### config.mk
export PLATFORM = sky130hd
export DESIGN_NAME = pipe_ctrl
export DESIGN_NICKNAME = d
export VERILOG_FILES = /design/src/rtl/pipe_ctrl_pkg.sv /design/src/rtl/pipe_ctrl_md_timer.sv /design/src/rtl/pipe_ctrl.sv
export SDC_FILE = /design/constraint.sdc
export NUM_CORES = 1
export LEC_CHECK = 0
export CORE_MARGIN = 3
export CORE_UTILIZATION = 30
export CTS_BUF_LIST = sky130_fd_sc_hd__clkbuf_4
export CTS_CLUSTER_SIZE = 20
export DETAILED_ROUTE_END_ITERATION = 7
export PLACE_DENSITY = 0.9
export SLEW_MARGIN = 15
export SYNTH_ARGS = -nofsm -noshare
export SYNTH_HDL_FRONTEND = slang
export SYNTH_SLANG_ARGS = --single-unit
### constraint.sdc
create_clock -name clock -period 2.85 [get_ports clock]
set_input_delay 0.285 -clock clock [delete_from_list [all_inputs] [get_ports clock]]
set_output_delay 0.285 -clock clock [all_outputs]
set_load 0.02 [all_outputs]
### src/rtl/pipe_ctrl_pkg.sv
// pipe_ctrl_pkg
//   Shared types for the backend stall/flush sequencer.
//   mem_state_e : dcache handshake FSM states
//   md_state_e  : multi-cycle mul/div timer states
//   stage_e     : index of each backend pipe_reg in the hold/flush vectors
//   LREG_W      : logical register index width
package pipe_ctrl_pkg;

  localparam int LREG_W = 5;

  typedef enum logic [0:0] {
    M_IDLE = 1'b0,
    M_REQ  = 1'b1
  } mem_state_e;

  typedef enum logic [1:0] {
    MD_IDLE = 2'd0,
    MD_BUSY = 2'd1,
    MD_DONE = 2'd2
  } md_state_e;

  typedef enum logic [1:0] {
    STG_IF_ID  = 2'd0,
    STG_ID_EX  = 2'd1,
    STG_EX_MEM = 2'd2,
    STG_MEM_WB = 2'd3
  } stage_e;

endpackage

### src/rtl/pipe_ctrl_md_timer.sv
// pipe_ctrl_md_timer
//   Times a multi-cycle mul/div op sitting in EX and raises ex_stall until
//   MULDIV_LAT cycles of EX occupancy have elapsed. The countdown keeps
//   running while the whole pipe is frozen by a MEM stall; if it expires
//   before EX can move, MD_DONE remembers that the op is finished so it is
//   not restarted.
// Parameters
//   MULDIV_LAT : EX occupancy of a mul/div op in cycles (>=1, 1 = no stall)
// Ports
//   clock    in  core clock
//   reset_n  in  asynchronous active-low reset
//   start    in  a valid mul/div op is present in EX
//   advance  in  EX hands its instr onward this cycle
//   ex_stall out EX must hold this cycle
//   state    out current FSM state (debug visibility)
module pipe_ctrl_md_timer
  import pipe_ctrl_pkg::*;
#(
  parameter int MULDIV_LAT = 4
) (
  input  logic      clock,
  input  logic      reset_n,
  input  logic      start,
  input  logic      advance,
  output logic      ex_stall,
  output md_state_e state
);

  // The counter covers the cycles after the start cycle and before the
  // final non-stalled cycle, hence the -2.
  localparam int CNT_W = (MULDIV_LAT > 2) ? $clog2(MULDIV_LAT - 1) : 1;
  localparam logic [CNT_W-1:0] CNT_INIT =
    (MULDIV_LAT >= 2) ? CNT_W'(MULDIV_LAT - 2) : '0;
  localparam bit MULTI = (MULDIV_LAT > 1);

  md_state_e        state_q, state_d;
  logic [CNT_W-1:0] cnt_q, cnt_d;

  always_comb begin
    state_d  = state_q;
    cnt_d    = cnt_q;
    ex_stall = 1'b0;
    case (state_q)
      MD_IDLE: begin
        if (start && MULTI) begin
          ex_stall = 1'b1;
          state_d  = MD_BUSY;
          cnt_d    = CNT_INIT;
        end
      end
      MD_BUSY: begin
        if (cnt_q != '0) begin
          ex_stall = 1'b1;
          cnt_d    = cnt_q - CNT_W'(1);
        end else if (advance) begin
          state_d = MD_IDLE;
        end else begin
          state_d = MD_DONE;
        end
      end
      MD_DONE: begin
        if (advance) state_d = MD_IDLE;
      end
      default: state_d = MD_IDLE;
    endcase
  end

  always_ff @(posedge clock or negedge reset_n) begin
    if (!reset_n) begin
      state_q <= MD_IDLE;
      cnt_q   <= '0;
    end else begin
      state_q <= state_d;
      cnt_q   <= cnt_d;
    end
  end

  assign state = state_q;

endmodule

### src/rtl/pipe_ctrl.sv
// pipe_ctrl
//   Central stall/flush sequencer for the IF/ID, ID/EX, EX/MEM and MEM/WB
//   pipe_regs. Detects load-use hazards, times mul/div ops in EX (via
//   pipe_ctrl_md_timer), runs the dcache req/ack handshake for MEM and turns
//   all of it, plus EX redirects, into per-stage hold/flush strobes.
//
//   Handshake: mem_req is a registered request that rises the cycle after a
//   load/store enters MEM and stays high until the cycle mem_ack is seen;
//   mem_ack is only meaningful while mem_req=1 and is ignored otherwise.
//
//   Priority: mem stall > ex stall > redirect > load-use. A redirect that
//   arrives under a stall is not lost; its source keeps it asserted and it
//   fires the cycle EX advances.
//
// Configuration macro
//   PIPE_CTRL_PERF_EN : when defined, perf_* are wrapping event counters;
//                       otherwise they are tied to zero.
// Parameters
//   MULDIV_LAT : EX occupancy of a mul/div op in cycles (>=1)
//   PERF_W     : width of each perf counter
// Ports
//   clock, reset_n                       clock, async active-low reset
//   id_*                                 instr in IF/ID and its sources
//   ex_*                                 instr in ID/EX and its dest/kind
//   redirect_valid                       branch redirect requested from EX
//   mem_valid, mem_is_ls                 instr in EX/MEM is a load/store
//   mem_req / mem_ack                    dcache request / completion
//   hold_*                               stall strobes (hold_if_id also holds PC)
//   flush_*                              bubble/flush strobes
//   perf_*                               event counters
//   dbg_mem_state, dbg_md_state          FSM states for debug visibility
module pipe_ctrl
  import pipe_ctrl_pkg::*;
#(
  parameter int MULDIV_LAT = 4,
  parameter int PERF_W     = 32
) (
  input  logic              clock,
  input  logic              reset_n,
  input  logic              id_valid,
  input  logic [LREG_W-1:0] id_rs1,
  input  logic [LREG_W-1:0] id_rs2,
  input  logic              id_src1_is_reg,
  input  logic              id_src2_is_reg,
  input  logic              ex_valid,
  input  logic [LREG_W-1:0] ex_rd,
  input  logic              ex_need_to_wb,
  input  logic              ex_is_load,
  input  logic              ex_is_muldiv,
  input  logic              redirect_valid,
  input  logic              mem_valid,
  input  logic              mem_is_ls,
  output logic              mem_req,
  input  logic              mem_ack,
  output logic              hold_if_id,
  output logic              hold_id_ex,
  output logic              hold_ex_mem,
  output logic              flush_if_id,
  output logic              flush_id_ex,
  output logic              flush_ex_mem,
  output logic              flush_mem_wb,
  output logic [PERF_W-1:0] perf_mem_stall,
  output logic [PERF_W-1:0] perf_ex_stall,
  output logic [PERF_W-1:0] perf_load_use,
  output logic [PERF_W-1:0] perf_redirect,
  output mem_state_e        dbg_mem_state,
  output md_state_e         dbg_md_state
);

  mem_state_e mem_state_q, mem_state_d;
  logic       mem_stall;
  logic       ex_stall;
  logic       ex_advance;
  logic       load_use;
  logic [2:0] hold_v;
  logic [3:0] flush_v;

  // ---------------- dcache handshake ----------------
  always_comb begin
    mem_state_d = mem_state_q;
    case (mem_state_q)
      M_IDLE:  if (mem_valid && mem_is_ls) mem_state_d = M_REQ;
      M_REQ:   if (mem_ack) mem_state_d = M_IDLE;
      default: mem_state_d = M_IDLE;
    endcase
  end

  always_ff @(posedge clock or negedge reset_n) begin
    if (!reset_n) mem_state_q <= M_IDLE;
    else          mem_state_q <= mem_state_d;
  end

  assign mem_req   = (mem_state_q == M_REQ);
  // The load/store may only leave MEM in the cycle its ack comes back.
  assign mem_stall = mem_valid & mem_is_ls & ~(mem_req & mem_ack);

  // ---------------- mul/div timer ----------------
  assign ex_advance = ~(mem_stall | ex_stall);

  pipe_ctrl_md_timer #(
    .MULDIV_LAT (MULDIV_LAT)
  ) u_md_timer (
    .clock    (clock),
    .reset_n  (reset_n),
    .start    (ex_valid & ex_is_muldiv),
    .advance  (ex_advance),
    .ex_stall (ex_stall),
    .state    (dbg_md_state)
  );

  // ---------------- load-use hazard ----------------
  // x0 is never a real dependency.
  assign load_use = ex_valid & ex_is_load & ex_need_to_wb & (ex_rd != '0) &
                    id_valid &
                    ((id_src1_is_reg & (id_rs1 == ex_rd)) |
                     (id_src2_is_reg & (id_rs2 == ex_rd)));

  // ---------------- priority mux ----------------
  // Each branch touches hold and flush of disjoint registers, so no
  // pipe_reg ever sees both strobes at once.
  always_comb begin
    hold_v  = '0;
    flush_v = '0;
    if (mem_stall) begin
      hold_v[STG_IF_ID]   = 1'b1;
      hold_v[STG_ID_EX]   = 1'b1;
      hold_v[STG_EX_MEM]  = 1'b1;
      flush_v[STG_MEM_WB] = 1'b1;
    end else if (ex_stall) begin
      hold_v[STG_IF_ID]   = 1'b1;
      hold_v[STG_ID_EX]   = 1'b1;
      flush_v[STG_EX_MEM] = 1'b1;
    end else if (redirect_valid) begin
      // The ID instr is wrong-path, so a pending load-use is irrelevant.
      flush_v[STG_IF_ID]  = 1'b1;
      flush_v[STG_ID_EX]  = 1'b1;
    end else if (load_use) begin
      hold_v[STG_IF_ID]   = 1'b1;
      flush_v[STG_ID_EX]  = 1'b1;
    end
  end

  assign hold_if_id   = hold_v[STG_IF_ID];
  assign hold_id_ex   = hold_v[STG_ID_EX];
  assign hold_ex_mem  = hold_v[STG_EX_MEM];
  assign flush_if_id  = flush_v[STG_IF_ID];
  assign flush_id_ex  = flush_v[STG_ID_EX];
  assign flush_ex_mem = flush_v[STG_EX_MEM];
  assign flush_mem_wb = flush_v[STG_MEM_WB];

  assign dbg_mem_state = mem_state_q;

  // ---------------- performance counters ----------------
`ifdef PIPE_CTRL_PERF_EN
  logic [PERF_W-1:0] cnt_mem_q, cnt_ex_q, cnt_lu_q, cnt_rd_q;
  logic ev_mem, ev_ex, ev_lu, ev_rd;

  // Count only the condition that actually won the priority mux.
  assign ev_mem = mem_stall;
  assign ev_ex  = ex_stall & ~mem_stall;
  assign ev_rd  = flush_v[STG_IF_ID];
  assign ev_lu  = load_use & ~mem_stall & ~ex_stall & ~redirect_valid;

  always_ff @(posedge clock or negedge reset_n) begin
    if (!reset_n) begin
      cnt_mem_q <= '0;
      cnt_ex_q  <= '0;
      cnt_lu_q  <= '0;
      cnt_rd_q  <= '0;
    end else begin
      if (ev_mem) cnt_mem_q <= cnt_mem_q + PERF_W'(1);
      if (ev_ex)  cnt_ex_q  <= cnt_ex_q  + PERF_W'(1);
      if (ev_lu)  cnt_lu_q  <= cnt_lu_q  + PERF_W'(1);
      if (ev_rd)  cnt_rd_q  <= cnt_rd_q  + PERF_W'(1);
    end
  end

  assign perf_mem_stall = cnt_mem_q;
  assign perf_ex_stall  = cnt_ex_q;
  assign perf_load_use  = cnt_lu_q;
  assign perf_redirect  = cnt_rd_q;
`else
  assign perf_mem_stall = '0;
  assign perf_ex_stall  = '0;
  assign perf_load_use  = '0;
  assign perf_redirect  = '0;
`endif

endmodule

* Yosys cells after proc, flatten, opt, wreduce, memory -nomap -nowiden *
Index checks and enable logic that the tools add are counted.

storage, ports and cells
  register bits = 5
  output and inout port bits = 139
  input bits = 28

cells by class
  reductions and logical operators = 7
  bitwise operators = 15
  muxes and demuxes = 24
  equality and inequality tests = 8
  add/subtract/negate cells = 1

operators by type and width
  operator                                               number
  two-way mux 2 bit                                      8
  AND 1 bit                                              11
  two-way mux 1 bit                                      11
  == test 5 bit                                          2
  one-hot mux 2 bit (3 select lines)                     1
  AND reduction 3 bit                                    2
  nonzero test 5 bit                                     1
  inequality test 2 x 1 -> 1 bit, second input constant  2
  inequality test 2 bit, second input constant           2
  one-hot mux 1 bit (2 select lines)                     2
  one-hot mux 2 bit (2 select lines)                     1
  nonzero test 2 bit                                     2
  two-way mux 3 bit                                      1
  == test 2 x 1 -> 1 bit, second input constant          1
  == test 2 bit, second input constant                   1
  logical NOT 2 bit                                      1
  NOT 1 bit                                              2
  OR 1 bit                                               2
  subtractor 2 x 1 -> 2 bit, second input constant       1
  logical AND 1 bit                                      1

* Longest topological paths before layout *
  depth after elaboration = 9
  gate-level depth with buffers = 6
  gate-level depth less buffers = 6

* Cells and area by module *
A second synthesis with hierarchy kept.

second synthesis, totals
  cells, all modules = 182
  area, all modules = 1437.6 um^2

modules (own cells, without submodules)
  module              times used  cells each  area an instance (um^2)
  pipe_ctrl           1           161         1214.9
  pipe_ctrl_md_timer  1           21          222.7

* Worst setup path before layout *
Ideal clock, no wire load.

  path kind = register to output
  start = register mem_state_q, in the netlist dbg_mem_state
  end = output flush_id_ex
  path buffers = 0
  slack = 1.051 ns
  cell stages (with the launch flop) = 4
  arrival = 1.514 ns
  cell sequence = dfrtp_1 > a21oi_1 > or3_1 > o2bb2ai_1

between the ends
  cells in the longest elaborated chain, start to end = 4

ends and longest elaborated chain
  element                 line              RTL
  from (decl)             pipe_ctrl.sv:70   mem_state_e mem_state_q, mem_state_d;
  from (signal assigned)  pipe_ctrl.sv:90   else mem_state_q <= mem_state_d;
  AND 1 bit               pipe_ctrl.sv:95   assign mem_stall = mem_valid & mem_is_ls & ~(mem_req & mem_ack);
  NOT 1 bit               pipe_ctrl.sv:95
  AND 1 bit               pipe_ctrl.sv:95
  two-way mux 3 bit       pipe_ctrl.sv:124  if (mem_stall) begin
  to (decl)               pipe_ctrl.sv:59   output logic flush_id_ex,

No other way between the ends.

* Final worst setup path *
  start = input ex_rd[3]
  end = output hold_if_id

between the ends
  cells in the longest elaborated chain, start to end = 8
  elaborated cells between the ends (all ways) = 13

ends and longest elaborated chain
  element                                line                                                  RTL
  from (decl)                            pipe_ctrl.sv:46                                       input logic [LREG_W-1:0] ex_rd,
  == test 5 bit (tied with other cells)  pipe_ctrl.sv:115                                      ((id_src1_is_reg & (id_rs1 == ex_rd)) |
  AND 1 bit (on tied branches)           pipe_ctrl.sv:115, pipe_ctrl.sv:113, pipe_ctrl.sv:116
  OR 1 bit or AND 1 bit (tied branches)  pipe_ctrl.sv:115, pipe_ctrl.sv:113
  AND 1 bit *                            pipe_ctrl.sv:114                                      id_valid &
  two-way mux 1 bit *                    pipe_ctrl.sv:137                                      end else if (load_use) begin
  two-way mux 1 bit *                    pipe_ctrl.sv:133                                      end else if (redirect_valid) begin
  two-way mux 1 bit *                    pipe_ctrl.sv:129                                      end else if (ex_stall) begin
  two-way mux 2 bit *                    pipe_ctrl.sv:124
  to (decl)                              pipe_ctrl.sv:55                                       output logic hold_if_id,

Every way passes the cells marked *; elsewhere a longest branch is shown, timed or not.

==> impl_metrics.csv <==
group,metric,value,unit
outcome,status,"completed",
critical_path,regToRegSetupSlack,1460,ps
floorplan,num_io_pins,167,
critical_path,cp_cell_sequence,"clkdlybuf4s50_1, xor2_1, nor4_2, a32oi_1, o31ai_1, clkdlybuf4s50_1",
routing,drt-pass1-iter-count,6,
global_routing,antenna_found_initial,0,
critical_path,cp_common_cell,"clkdlybuf4s50_1",
layout,diodes,0,
clock_tree,cts.repair.resized,0,
clock_tree,cts_tree,"done",
critical_path,cp_data_required_time,2570,ps
critical_path,slowest_stage,"clkdlybuf4s50_1",
power_and_ir_drop,vdd_drop_max,0.301,mV
placement,dp.cells,266,
synth,netlist_instances,178,
synth,yosysUniqueCellTypes,28,
global_routing,grt_pass1_wl,2690,um
floorplan,die_y,74.3,um
synth,synthArstFlopShare,100,%
global_routing,grt_start_max_net_pins,8,
global_routing,grt_usage,6.65,%
layout,layout.nets,248,
routing,routed-via-count,855,
routing,vias_per_cell,3.17,
timing,period_needed,2580,ps
floorplan,start_util,31.7,%
timing,rsz0062_at_grt,"false",
timing,max_freq,0.387,GHz
synth,netlist_area,0.00140,mm2
power_and_ir_drop,p_leak,0.758,nW
layout,synthToLayoutAreaGrowth,-1.16,%
synth,synth_seq_area_share,8.95,%
clock_tree,cts.sinks,5,
synth,syn_area_per_cell,7.85,um2
clock_tree,cts_buffer_depth,2,
clock_tree,holdBufCountCts,0,
synth,synth_edf_count,0,
layout,drive_above_1_share,3.21,%
timing,slew_viol_final,0,
critical_path,cp.arrival,2300,ps
floorplan,die_w,74.3,um
placement,place.gp.congestion,0.662,
critical_path,critPathMaxFanout,3,
critical_path,startpoint,"ex_rd[3]",
clock_tree,insertion_delay,240,ps
timing,tns,0,ps
clock_tree,cts-root-buf,"clkbuf_4",
power_and_ir_drop,powerDensity,490,mW/mm2
global_routing,grt_pass1_vias,646,
clock_tree,cts-buffers-inserted,3,
critical_path,rr_startpoint,"u_md_timer.cnt_q[0]",
placement,dpl.hpwl,2190,um
routing,drt-initial-drc-count,12,
critical_path,r2r_cells,6,
floorplan,num_rows,24,
synth,ys_seq_elements,5,
synth,synth_ff_type,"dfrtp_1",
floorplan,die_area,0.00551,mm2
critical_path,critical_path_class,"in -> out",
routing,drt-total-wl,2300,um
routing,drtAntennaViolNets,0,
global_routing,grt_overflow,0,
critical_path,r2r-end,"u_md_timer.cnt_q[1]",
layout,instances_no_fill,270,
clock_tree,clkTransAtPathRegs,40,ps
routing,wl_per_cell,8.53,um
clock_tree,cts_max_level,1,
critical_path,cp-end-kind,"output port",
placement,portBuffers,38,
timing,finalHoldViolations,0,
floorplan,core,0.00441,mm2
clock_tree,cts_setup_buffers,0,
critical_path,start_kind,"input port",
routing,drc_errors,0,
hold_path,min_path_type,"in -> async",
critical_path,cpPeakStageDelay,650,ps
run,maxCapViolCount,0,
synth,yosysWarnings,0,
timing,fin_crit_sh,90.7,%
timing,finalSetupViolCount,0,
timing,fin_skew,3.08,ps
kinds of logic (layout without fill, tap and decap cells):
family	Yosys count	count (layout)	synth area share [%]
buffers and inverters	133	46	70.6
other	1	128	0.268
muxes	1	1	0.716
DFF	5	5	8.95
and+or+nand+nor	18	18	7.97
AOI/OAI and AO/OA	9	9	4.30
xor gates and xnor gates	10	10	6.27
adders and majority gates	1	1	0.895
metrics by stage:
step	utilization [%]	setup slack (ps)	hold slack (ps)	total power, mW	area, um2
global route	31.3	131	266	0.737	1380
finish	31.3	265	262	0.676	1380
detailed placement	30.6	280	520	0.587	1350
CTS	31.3	264	264	0.681	1380
global placement	30.6	274	518	0.577	1350
floorplan	-	1050	-10.6	0.560	1870
layout make-up:
class,count,area (um2)
Sequential cell,5,125
Multi-Input combinational cell,167,762
Timing Repair Buffer,39,388
Tap cell,52,65.1
Inverter,3,11.3
Clock buffer,4,30.0
Fill cell,462,3030
where the power goes:
group / internal (mW) / leakage, nW / switching (mW)
registers: 0.0945 / 0.0605 / 0.0170
clock network: 0.0623 / 0.0184 / 0.0266
logic: 0.162 / 0.679 / 0.314
worst max path at each step:
stage | to | slack (ps) | cells after the start
global placement | hold_if_id | 270 | 6
finish | hold_if_id | 270 | 6
global route | hold_if_id | 130 | 7
detailed placement | hold_if_id | 280 | 6
CTS | hold_if_id | 260 | 6
floorplan | flush_id_ex | 1050 | 3
flip-flops by register name, summed over array words and instances (netlist names):
name	flops
u_md_timer.cnt_q	2
u_md_timer.state	2
dbg_mem_state	1
critical path, delay by kind of cell:
kind / cells / cell delay (ps)
buf+inv: 2 / 1120
compound gates: 2 / 420
simple gates: 1 / 280
xor+xnor: 1 / 200
cell usage in the layout (no fill, tap or decap), types with 3 or more instances in the layout:
master,count
clkbuf_4,4
xor2_1,8
nor2_1,3
inv_1,3
dfrtp_1,5
nor2b_1,4
conb_1,128
clkdlybuf4s50_1,38
synth_stat cells, types with 2 or more instances:
| master | number | area share (%) |
|---|---|---|
| buf_4 | 130 | 70 |
| xor2_1 | 8 | 5.0 |
| dfrtp_1 | 5 | 9.0 |
| nor2b_1 | 4 | 1.8 |
| inv_1 | 3 | 0.81 |
| nor2_1 | 3 | 0.81 |
| a21oi_1 | 2 | 0.72 |
| nand2_1 | 2 | 0.54 |
| xnor2_1 | 2 | 1.3 |
metal layers:
metal | global-route usage (%) | wire length, um | vias up
met2 | 13.1 | 1280 | 96
met5 | 0 | 0 | -
met3 | 1.08 | 383 | 2
met1 | 6.30 | 624 | 377
met4 | 4.15 | 19 | 0
li1 | - | - | 380
No activity file was read; power rests on OpenSTA's default activity.
